===== config.mk =====
export PLATFORM = sky130hd
export DESIGN_NAME = ofdm_cp_remover
export DESIGN_NICKNAME = d
export VERILOG_FILES = /design/src/rtl/ofdm_cp_remover_pkg.sv /design/src/rtl/ofdm_cp_remover_setting_reg.sv /design/src/rtl/ofdm_cp_remover.sv
export SDC_FILE = /design/constraint.sdc
export NUM_CORES = 1
export LEC_CHECK = 0
export ABC_AREA = 1
export CELL_PAD_IN_SITES_DETAIL_PLACEMENT = 1
export CELL_PAD_IN_SITES_GLOBAL_PLACEMENT = 1
export CORE_ASPECT_RATIO = 1.4
export CORE_MARGIN = 2
export CORE_UTILIZATION = 32
export CTS_BUF_LIST = sky130_fd_sc_hd__clkbuf_4
export CTS_CLUSTER_DIAMETER = 40
export DETAILED_ROUTE_END_ITERATION = 8
export HOLD_SLACK_MARGIN = 0.06
export PLACE_DENSITY_LB_ADDON = 0.1
export SLEW_MARGIN = 20
export SYNTH_ARGS = -nofsm -noshare
export SYNTH_HDL_FRONTEND = slang
export SYNTH_SLANG_ARGS = --single-unit

===== constraint.sdc =====
create_clock -name clk -period 3.95 [get_ports clk]
set_input_delay 0.395 -clock clk [delete_from_list [all_inputs] [get_ports clk]]
set_output_delay 0.395 -clock clk [all_outputs]
set_load 0.01 [all_outputs]

===== src/rtl/ofdm_cp_remover_pkg.sv =====
// Shared types and constants for the OFDM cyclic-prefix remover.
package ofdm_cp_remover_pkg;

  typedef enum logic [1:0] {
    S_CP    = 2'd0,
    S_DATA  = 2'd1,
    S_FLUSH = 2'd2
  } state_t;

  localparam logic [7:0] SR_CP_LEN_DEFAULT = 8'd6;

  function automatic logic [15:0] sat_inc16(input logic [15:0] v);
    return (v == 16'hFFFF) ? v : v + 16'd1;
  endfunction

endpackage


===== src/rtl/ofdm_cp_remover_setting_reg.sv =====
// Settings-bus register: captures set_data when a strobe hits its address.
module ofdm_cp_remover_setting_reg #(
  parameter int               WIDTH    = 8,
  parameter logic [7:0]       ADDR     = 8'd0,
  parameter logic [WIDTH-1:0] AT_RESET = '0
) (
  input  logic             clk,
  input  logic             aresetn,
  input  logic             set_stb,
  input  logic [7:0]       set_addr,
  input  logic [WIDTH-1:0] set_data,
  output logic [WIDTH-1:0] out
);

  // NOTE: sequential state is assigned with <= so every flop samples pre-edge values.
  always_ff @(posedge clk or negedge aresetn) begin
    if (!aresetn) begin
      out <= AT_RESET;
    end else if (set_stb && (set_addr == ADDR)) begin
      out <= set_data;
    end
  end

endmodule


===== src/rtl/ofdm_cp_remover.sv =====
// Strips the cyclic prefix from framed OFDM symbols and emits FFT_LEN-sample packets.
module ofdm_cp_remover
  import ofdm_cp_remover_pkg::*;
#(
  parameter int         FFT_LEN   = 64,
  parameter int         CP_LEN    = 16,
  parameter logic [7:0] SR_CP_LEN = SR_CP_LEN_DEFAULT
) (
  input  logic        clk,
  input  logic        aresetn,
  input  logic        clear,
  input  logic        set_stb,
  input  logic [7:0]  set_addr,
  input  logic [31:0] set_data,
  input  logic [31:0] i_tdata,
  input  logic        i_tlast,
  input  logic        i_tvalid,
  output logic        i_tready,
  output logic [31:0] o_tdata,
  output logic        o_tlast,
  output logic        o_tvalid,
  input  logic        o_tready,
  output logic [15:0] err_short,
  output logic [15:0] err_long
);

  // Wide enough for both the FFT sample index and the longest (255) prefix.
  localparam int CNT_W = ($clog2(FFT_LEN) + 1 > 8) ? $clog2(FFT_LEN) + 1 : 8;

  logic [7:0]       cp_len;
  logic [7:0]       cp_len_active;
  state_t           state;
  logic [CNT_W-1:0] cnt;
  logic             running;
  logic             in_data;
  logic             fft_last;
  logic             cp_last;
  logic             accept;
  logic             unused_set_data;

  ofdm_cp_remover_setting_reg #(
    .WIDTH    (8),
    .ADDR     (SR_CP_LEN),
    .AT_RESET (8'(CP_LEN))
  ) u_cp_len_reg (
    .clk      (clk),
    .aresetn  (aresetn),
    .set_stb  (set_stb),
    .set_addr (set_addr),
    .set_data (set_data[7:0]),
    .out      (cp_len)
  );

  assign unused_set_data = ^set_data[31:8];

  // A zero-length prefix makes S_CP behave exactly like S_DATA.
  assign in_data  = (state == S_DATA) || ((state == S_CP) && (cp_len_active == 8'd0));
  assign fft_last = (cnt == CNT_W'(FFT_LEN - 1));
  assign cp_last  = (cnt == CNT_W'(cp_len_active) - CNT_W'(1));
  assign i_tready = running && (in_data ? (~o_tvalid | o_tready) : 1'b1);
  assign accept   = i_tvalid && i_tready;

  always_ff @(posedge clk or negedge aresetn) begin
    if (!aresetn) begin
      state         <= S_CP;
      cnt           <= '0;
      cp_len_active <= 8'(CP_LEN);
      running       <= 1'b0;
      o_tvalid      <= 1'b0;
      o_tlast       <= 1'b0;
      o_tdata       <= '0;
      err_short     <= '0;
      err_long      <= '0;
    end else begin
      running <= 1'b1;
      if (clear) begin
        state         <= S_CP;
        cnt           <= '0;
        cp_len_active <= cp_len;
        o_tvalid      <= 1'b0;
        err_short     <= '0;
        err_long      <= '0;
      end else begin
        if (o_tvalid && o_tready) o_tvalid <= 1'b0;
        if (accept) begin
          if (in_data) begin
            o_tvalid <= 1'b1;
            o_tdata  <= i_tdata;
            o_tlast  <= fft_last || i_tlast;
            if (fft_last && !i_tlast) begin
              state    <= S_FLUSH;
              err_long <= sat_inc16(err_long);
            end else if (fft_last || i_tlast) begin
              if (!fft_last) err_short <= sat_inc16(err_short);
              state         <= S_CP;
              cnt           <= '0;
              cp_len_active <= cp_len;
            end else begin
              state <= S_DATA;
              cnt   <= cnt + CNT_W'(1);
            end
          end else if (state == S_FLUSH) begin
            if (i_tlast) begin
              state         <= S_CP;
              cnt           <= '0;
              cp_len_active <= cp_len;
            end
          end else begin
            if (i_tlast) begin
              err_short     <= sat_inc16(err_short);
              cnt           <= '0;
              cp_len_active <= cp_len;
            end else if (cp_last) begin
              state <= S_DATA;
              cnt   <= '0;
            end else begin
              cnt <= cnt + CNT_W'(1);
            end
          end
        end
      end
    end
  end

endmodule

Yosys cells after proc, flatten, opt, wreduce, memory -nomap -nowiden

Cells that the tools add are included.

Register bits: 93
Output and inout port bits: 67
Logic and storage cells: 96
Bits of input ports: 79

Add/sub/neg operators: 4
Equal/unequal tests: 14
Reductions and logical operators: 22
Muxes and demuxes: 43
Bitwise gates (word level): 3

Operator list:

| cell                    | count |
|---|---|
| $mux W16                | 14 |
| $mux W8                 | 15 |
| $add A16 B1 Y16 const B | 2 |
| $eq A16 B16 Y1 const B  | 2 |
| $mux W2                 | 8 |
| $reduce_and A4 Y1       | 3 |
| $ne A3 B3 Y1 const B    | 3 |
| $add A8 B1 Y8 const B   | 1 |
| $eq A8 B3 Y1 const B    | 1 |
| $eq A8 B6 Y1 const B    | 1 |
| $eq A8 B8 Y1            | 1 |
| $logic_not A8 Y1        | 1 |
| $sub A8 B1 Y8 const B   | 1 |
| $logic_and A1 B1 Y1     | 6 |
| $mux W1                 | 6 |
| $reduce_and A3 Y1       | 2 |
| $reduce_and A6 Y1       | 1 |
| $reduce_bool A2 Y1      | 3 |
| $ne A4 B2 Y1 const B    | 1 |
| $ne A4 B4 Y1 const B    | 1 |
| $reduce_bool A4 Y1      | 1 |
| $ne A3 B2 Y1 const B    | 1 |
| $reduce_bool A3 Y1      | 1 |
| $eq A2 B1 Y1 const B    | 1 |
| 7 further kinds         | 9 |

Depth between registers and ports, before layout

Gate-level depths: netlist of run 1.

Word-level depth: 8
Mapped depth: 15
Mapped depth without buffers: 15

Modules after synthesis

A second synthesis of run 1 with hierarchy kept.

Cells, all modules: 651
Area, all modules: 5228.8 µm²

Modules (own cells, without submodules):

| module                      | area each (µm²) | cells each | times used | seq. area each (µm²) |
|---|---|---|---|---|
| ofdm_cp_remover             | 4829.6          | 609        | 1          | 2128.3 |
| ofdm_cp_remover_setting_reg | 399.1           | 42         | 1          | 201.4 |

Worst setup path before layout of run 1

Ideal clock, no wire load.

Path kind: reg-to-reg
Start point: register cp_len_active[0]
End point: register o_tdata[22]
Clock period less this slack: 2.021 ns
Cell stages (with the launch flop): 13
Library setup time: 0.130 ns
Required time: 3.820 ns
Slack: 1.929 ns
Buffers on the path: 2
Arrival time: 1.891 ns
Cell sequence: dfrtp_1 > inv_1 > ha_1 > nand2_1 > nor2_2 > nand3_2 > nand2_2 > a21boi_1 > nand4_1 > buf_2 > buf_2 > nand2_1 > o21ai_0

Word-level cells in the longest chain between the ends: 7

RTL lines:

| what                               | line                  | source |
|---|---|---|
| start, declared                    | ofdm_cp_remover.sv:31 | `logic [7:0] cp_len_active;` |
| start signal, assigned             | ofdm_cp_remover.sv:67 | `cp_len_active <= 8'(CP_LEN);` |
| start signal, assigned             | ofdm_cp_remover.sv:79 | `cp_len_active <= cp_len;` |
| start signal, assigned             | ofdm_cp_remover.sv:97 | `cp_len_active <= cp_len;` |
| $logic_not A8 Y1                   | ofdm_cp_remover.sv:57 | `assign in_data = (state == S_DATA) \|\| ((state == S_CP) && (cp_len_active == 8'd0));` |
| $logic_and A1 B1 Y1                | ofdm_cp_remover.sv:57 |  |
| $logic_or A1 B1 Y1                 | ofdm_cp_remover.sv:57 |  |
| $mux W1                            | ofdm_cp_remover.sv:60 | `assign i_tready = running && (in_data ? (~o_tvalid \| o_tready) : 1'b1);` |
| $logic_and A1 B1 Y1                | ofdm_cp_remover.sv:60 |  |
| net i_tready                       | ofdm_cp_remover.sv:18 | `output logic i_tready,` |
| $logic_and A1 B1 Y1                | ofdm_cp_remover.sv:61 | `assign accept = i_tvalid && i_tready;` |
| $reduce_and A3 Y1 (no source line) | --                    |  |
| end signal, assigned               | ofdm_cp_remover.sv:88 | `o_tdata <= i_tdata;` |
| end, declared                      | ofdm_cp_remover.sv:19 | `output logic [31:0] o_tdata,` |

The timed path passes the listed nets, and every way through them passes these cells.
A chain may end at the register's enable or synchronous reset.

Worst setup path in the final report of run 1

Start point: register cp_len_active[0]
End point: output i_tready

Word-level cells in the longest chain between the ends: 5

RTL lines:

| what                | line |
|---|---|
| $logic_not A8 Y1    | ofdm_cp_remover.sv:57 |
| $logic_and A1 B1 Y1 | ofdm_cp_remover.sv:57 |
| $logic_or A1 B1 Y1  | ofdm_cp_remover.sv:57 |
| $mux W1             | ofdm_cp_remover.sv:60 |
| $logic_and A1 B1 Y1 | ofdm_cp_remover.sv:60 |
| end, declared       | ofdm_cp_remover.sv:18 |

Every way passes these cells.

==> impl_metrics.yaml, run 1 <==
setup_path:
  worst-path-max-fanout: 7
  r2r_end: "err_long[9]"
  cp.arrival_ns: 2.47
  crit_family: "buffers and inverters"
  slowest_stage: "clkdlybuf4s50_1"
  cp-end-kind: "output pin"
  criticalPathCategory: "register to output pin"
  reg2regPathDepth: 10
  r2r_slack_ns: 1.32
  worstReg2RegStart: "cnt[0]"
  cp.buffers_inverters: 2
  required_ns: 3.56
  critPathLaunch: "cp_len_active[0]"
  cp-start-kind: "register"
  crit_chain: "inv_1 -> ha_1 -> nand2_1 -> nor2_2 -> nand3_2 -> nand2_2 -> a21boi_1 -> clkdlybuf4s50_1"
  cpPeakStageDelay_ns: 0.52
grt:
  grt_first_pass_wirelength_microns: 22900
  grt.total_usage: 0.176
  antenna_found_initial: 1
  grt_start_max_net_pins: 80
  grt_overflow: 0
  grt_pass1_vias: 4780
clocking:
  cts_sinks: 93
  clk_latency_ns: 0.47
  clockBufferDepth: 2
  cts_inserted_buffers: 9
  cts_tree: "done"
  cts_max_level: 3
  clk_pin_slew_ns: 0.17
  cts-root-buf: "clkbuf_4"
  post_cts_resized: 0
hold_path:
  min_path_cells: 3
  hp-start: "i_tdata[29]"
  min_to: "o_tdata[29]"
  hold_path_class: "input pin to register"
die:
  core-area_sq_um: 15000
  die_area_sq_um: 16300
  die_w_microns: 109
  die_h_microns: 150
  pin_count: 146
  initial_core_util: 0.327
  placementRows: 53
timing:
  slew_viol_final: 0
  slew_headroom: 0.491
  tns_ns: 0
  finalHoldViolations: 0
  holdWs_ns: 0.456
  finalCritPeriodShare: 0.724
  period_needed_ns: 2.86
  rsz0062_at_grt: "false"
  tightestPinTransition_ns: 0.764
  fmax_ghz: 0.350
  skew_ns: 0.0183
  setup-violations-final: 0
drt:
  drt_iter0_markers: 144
  first_pass_iters: 4
  vias: 4571
  antenna_left: 0
  drc_errors: 0
  totalWireLength_microns: 13400
  viasPerCell: 4.77
  wl_per_cell_microns: 14.0
place:
  numPortBuffers: 121
  gp_congestion: 0.800
  dp_hpwl_microns: 9950
  placed_area_sq_um: 6290
yosys:
  synth_cell_type_count: 36
  ys_ff_latch: 93
  ys.flop_type: "dfrtp_1"
  yosysSeqAreaShare: 0.475
  syn-cell-area_sq_um: 4900
  yosysTopAreaCell: "dfrtp_1"
  yosysWarnings: 0
  synth_top_cell_area_share: 0.464
  synth_async_sr_flop_share: 1.00
  postSynthCellCount: 641
  syn_avg_cell_area_sq_um: 7.65
  synthesis.nets: 724
  yosys-top-cells-area: "dfrtp_1 46%, nand2_1 14%, inv_1 5.9%"
  synth_edf_count: 0
cells_and_area:
  final_area_sq_um: 6460
  drive_above_1_share: 0.0654
  area_growth_pct: 31.7
  fillCellCount: 1884
  register_area_sq_um: 2330
  nNetsFinal: 843
  multi_input_area_sq_um: 2180
  utilization: 0.431
status:
  status: "complete, no violations"
pwr:
  p_per_area_nw_per_um2: 434
  vdd_drop_max_v: 0.000273
  p_leak_nw: 2.96
flow_run:
  cap_violations: 0
what timing repair did:
item / in CTS / in global routing
hold buffers: 0 / 1
setup buffers: 0 / 0
endpoints found under the hold margin: 0 / 76
tightest hold or removal path: cells and delay by family:
kind	cells	cell delay, ns
AOI/OAI and AO/OA	1	0.06
buffers and inverters	2	0.45
cell usage in the layout, fill, tap and decap left out, types with 2 or more instances in the layout:
cell type,count
nand3b_1,4
dfrtp_1,91
xnor2_1,6
clkdlybuf4s50_1,120
inv_2,3
or2_2,9
nor3_1,8
clkbuf_4,9
nor2_1,68
nand4_1,16
nor4_1,7
clkinvlp_4,3
nand2_1,179
xor2_1,17
dfstp_2,2
inv_6,2
a21oi_1,15
o21ai_0,32
buf_4,4
nand2_2,5
nand3_4,2
o21ai_1,28
nand3_1,37
ha_1,4
nor2_2,2
inv_1,77
worst max path at each step:
| stage | endpoint | slack [ns] | depth (start not counted) |
|---|---|---|---|
| 5_1_grt | i_tready | 0.87 | 8 |
| 3_5_place_dp | err_short[3] | 1.08 | 9 |
| 4_1_cts | i_tready | 0.98 | 8 |
| 3_3_place_gp | err_short[4] | 1.23 | 9 |
| 6_report | i_tready | 1.09 | 8 |
| 2_1_floorplan | o_tdata[22] | 1.93 | 12 |
per-stage QoR:
stage / cells / setup slack, ns / power (mW)
2_1_floorplan: 641 / 1.93 / 1.71
3_3_place_gp: 940 / 1.23 / 2.23
3_5_place_dp: 940 / 1.08 / 2.26
4_1_cts: 956 / 0.983 / 2.86
5_1_grt: 958 / 0.870 / 3.01
6_report: 958 / 1.09 / 2.80
final cells by class:
cell class                      instances  area share
Sequential cell                        93       0.361
Multi-Input combinational cell        449       0.338
Timing Repair Buffer                  126       0.194
Inverter                               81      0.0471
Tap cell                              192      0.0372
Clock inverter                          7      0.0126
Clock buffer                            9      0.0105
Antenna cell                            1    0.000387
registers in the layout, indices dropped and copies added (netlist names):
signal	flops
running	1
cnt	8
o_tdata	32
err_short	16
err_long	16
cp_len_active	8
state	2
o_tvalid	1
o_tlast	1
u_cp_len_reg.out	8
kinds of logic after synthesis:
family                   share of synthesized area
AO/OA/AOI/OAI                               0.0885
XOR/XNOR                                    0.0411
adder cells (fa/ha/maj)                     0.0102
buffers and inverters                       0.0801
flip-flops                                   0.475
other                                     0.000765
AND/OR/NAND/NOR                              0.304
power by group:
part	internal [mW]	switching, mW
clock	0.201	0.372
combinational	0.484	0.443
sequential	1.16	0.144
total	1.84	0.960
layer usage:
layer	up-vias	global-route usage	routed length (microns)
met4	0	0.0660	318
met1	2199	0.193	5410
met2	89	0.332	7140
li1	2264	-	-
met5	-	0	0
met3	19	0.0325	519
Yosys cell counts (2+ instances only):
master,instances
nand2_1,179
dfrtp_1,91
inv_1,77
nor2_1,68
nand3_1,37
o21ai_0,32
o21ai_1,28
xor2_1,17
nand4_1,16
a21oi_1,15
or2_2,9
buf_2,8
clkbuf_1,8
nor3_1,8
nor4_1,7
xnor2_1,6
nand2_2,5
ha_1,4
nand3b_1,4
inv_2,3
dfstp_2,2
nand3_4,2
nor2_2,2
(Power assumes the default switching activity.)
==> run 2: changes to the inputs <==
--- a/config.mk
+++ b/config.mk
@@ -10,7 +10,7 @@
 export CELL_PAD_IN_SITES_GLOBAL_PLACEMENT = 1
 export CORE_ASPECT_RATIO = 1.4
 export CORE_MARGIN = 2
-export CORE_UTILIZATION = 32
+export CORE_UTILIZATION = 31
 export CTS_BUF_LIST = sky130_fd_sc_hd__clkbuf_4
 export CTS_CLUSTER_DIAMETER = 40
 export DETAILED_ROUTE_END_ITERATION = 8
==> constraint.sdc (replaced) <==
create_clock -name clk -period 2.3 [get_ports clk]
set_input_delay 0.23 -clock clk [delete_from_list [all_inputs] [get_ports clk]]
set_output_delay 0.23 -clock clk [all_outputs]
set_load 0.01 [all_outputs]
==> impl_metrics.yaml, run 2 (same netlist as run 1, synthesis figures left out) <==
timing:
  tightestPinTransition_ns: 0.581
  tns_ns: 0
  period_needed_ns: 2.15
  finalCritPeriodShare: 0.936
  rsz0062_at_grt: "false"
  finalHoldViolations: 0
  fmax_ghz: 0.464
  skew_ns: 0.0300
  slew_headroom: 0.613
  setup-violations-final: 0
  slew_viol_final: 0
status:
  status: "complete, no violations"
cells_and_area:
  layout_common_cells: "179 x nand2_1, 119 x clkdlybuf4s50_1, 91 x dfrtp_1"
  drive_above_1_share: 0.0896
  fillCellCount: 1928
  final_area_sq_um: 6650
  area_growth_pct: 35.5
  largest_reg_flops: 32
  utilization: 0.428
  reg.largest.list: "o_tdata: 32 flops, err_long: 16 flops, err_short: 16 flops"
  regMostFlops: "o_tdata"
  nNetsFinal: 859
  layout_commonest_cell: "nand2_1"
clocking:
  cts_max_level: 3
  clk_latency_ns: 0.49
  clockBufferDepth: 2
  cts_inserted_buffers: 9
  cts-root-buf: "clkbuf_4"
  cts_sinks: 93
  clk_pin_slew_ns: 0.17
  cts_tree: "done"
setup_path:
  worst-path-max-fanout: 5
  worstReg2RegStart: "cnt[0]"
  r2r_end: "err_long[9]"
  required_ns: 2.07
  cp.arrival_ns: 1.92
  cp-start-kind: "register"
  cp-end-kind: "output pin"
  criticalPathCategory: "register to output pin"
  r2r_slack_ns: 0.19
  reg2regPathDepth: 10
grt:
  antenna_found_initial: 1
  grt.total_usage: 0.176
  grt_overflow: 0
  grt_pass1_vias: 4926
  grt_first_pass_wirelength_microns: 23700
  grt_start_max_net_pins: 68
pwr:
  finalPower_mw: 4.87
  vdd_drop_max_v: 0.000420
  p_per_area_nw_per_um2: 733
  p_leak_nw: 3.05
place:
  placed_area_sq_um: 6430
  numPortBuffers: 121
  dp_hpwl_microns: 10600
  gp_congestion: 0.840
drt:
  drc_errors: 0
  wl_per_cell_microns: 14.3
  drt_iter0_markers: 111
  first_pass_iters: 4
  vias: 4611
  viasPerCell: 4.71
  totalWireLength_microns: 14000
  antenna_left: 0
die:
  core-area_sq_um: 15500
  initial_core_util: 0.316
  die_h_microns: 153
  die_area_sq_um: 16900
  die_w_microns: 110
  placementRows: 54
  pin_count: 146
hold_path:
  hold_path_class: "input pin to asynchronous set/reset pin"
flow_run:
  cap_violations: 0
run 2: cell types whose count changed in the layout (fill, tap and decap cells not counted), sizes merged:
cell	previous run	this run
clkdlybuf4s15	0	1
clkdlybuf4s50	120	119
inv	83	81
clkinv	1	3
buf	5	21
run 2: worst max-delay path by stage:
stage | from | end | slack (ns) | cells after the start
after floorplan | cp_len_active[0] | o_tdata[22] | 0.28 | 12
after global placement | cp_len_active[0] | err_long[9] | 0.09 | 11
after detailed placement | cp_len_active[0] | err_long[9] | 0.03 | 11
after CTS | cp_len_active[1] | i_tready | 0.04 | 8
after global routing | cnt[0] | err_long[9] | 0.01 | 10
final | cp_len_active[1] | i_tready | 0.15 | 8
run 2: timing repair:
action                                  in CTS  in global routing
setup buffers                                1                  2
hold buffers                                 1                  0
endpoints found under the setup margin       1                  2
endpoints found under the hold margin       38                  0
resized for setup                            8                  2
pin swaps                                    1                  1
run 2: layer usage:
layer | vias to the layer above | track usage | part of all wire
met1 | 2206 | 0.198 | 0.40
met4 | 0 | 0.0661 | 0.018
li1 | 2298 | - | -
met3 | 16 | 0.0324 | 0.039
met2 | 91 | 0.323 | 0.54
met5 | - | 0 | 0
run 2: cell type report:
cell class | instances | area [sq um] | share of cell area
Sequential cell | 93 | 2330 | 0.351
Clock buffer | 9 | 67.6 | 0.0102
Antenna cell | 1 | 2.50 | 0.000377
Inverter | 81 | 304 | 0.0457
Tap cell | 196 | 245 | 0.0369
Clock inverter | 7 | 75.1 | 0.0113
Timing Repair Buffer | 142 | 1410 | 0.212
Multi-Input combinational cell | 449 | 2210 | 0.333
run 2: critical path, stage by stage (launching register included):
cell and delay, ns:
dfrtp_1 0.42, inv_1 0.11, ha_4 0.16, nand2_1 0.08, nor2_4 0.15, nand3_4 0.11
nand2_4 0.11, a21boi_1 0.08, clkdlybuf4s15_2 0.25
run 2: where the power goes:
part / internal [mW] / leakage, nW / switching [mW]
Combinational: 0.893 / 1.80 / 0.800
Clock: 0.334 / 0.0685 / 0.617
Sequential: 1.99 / 1.18 / 0.242
run 2: stage by stage:
stage          std cells  setup WS (ns)  hold slack [ns]
2_1_floorplan        641          0.279          -0.0656
3_3_place_gp         957         0.0902            0.274
3_5_place_dp         957         0.0250            0.277
4_1_cts              975         0.0391            0.220
5_1_grt              978         0.0104            0.264
6_report             978          0.146            0.265
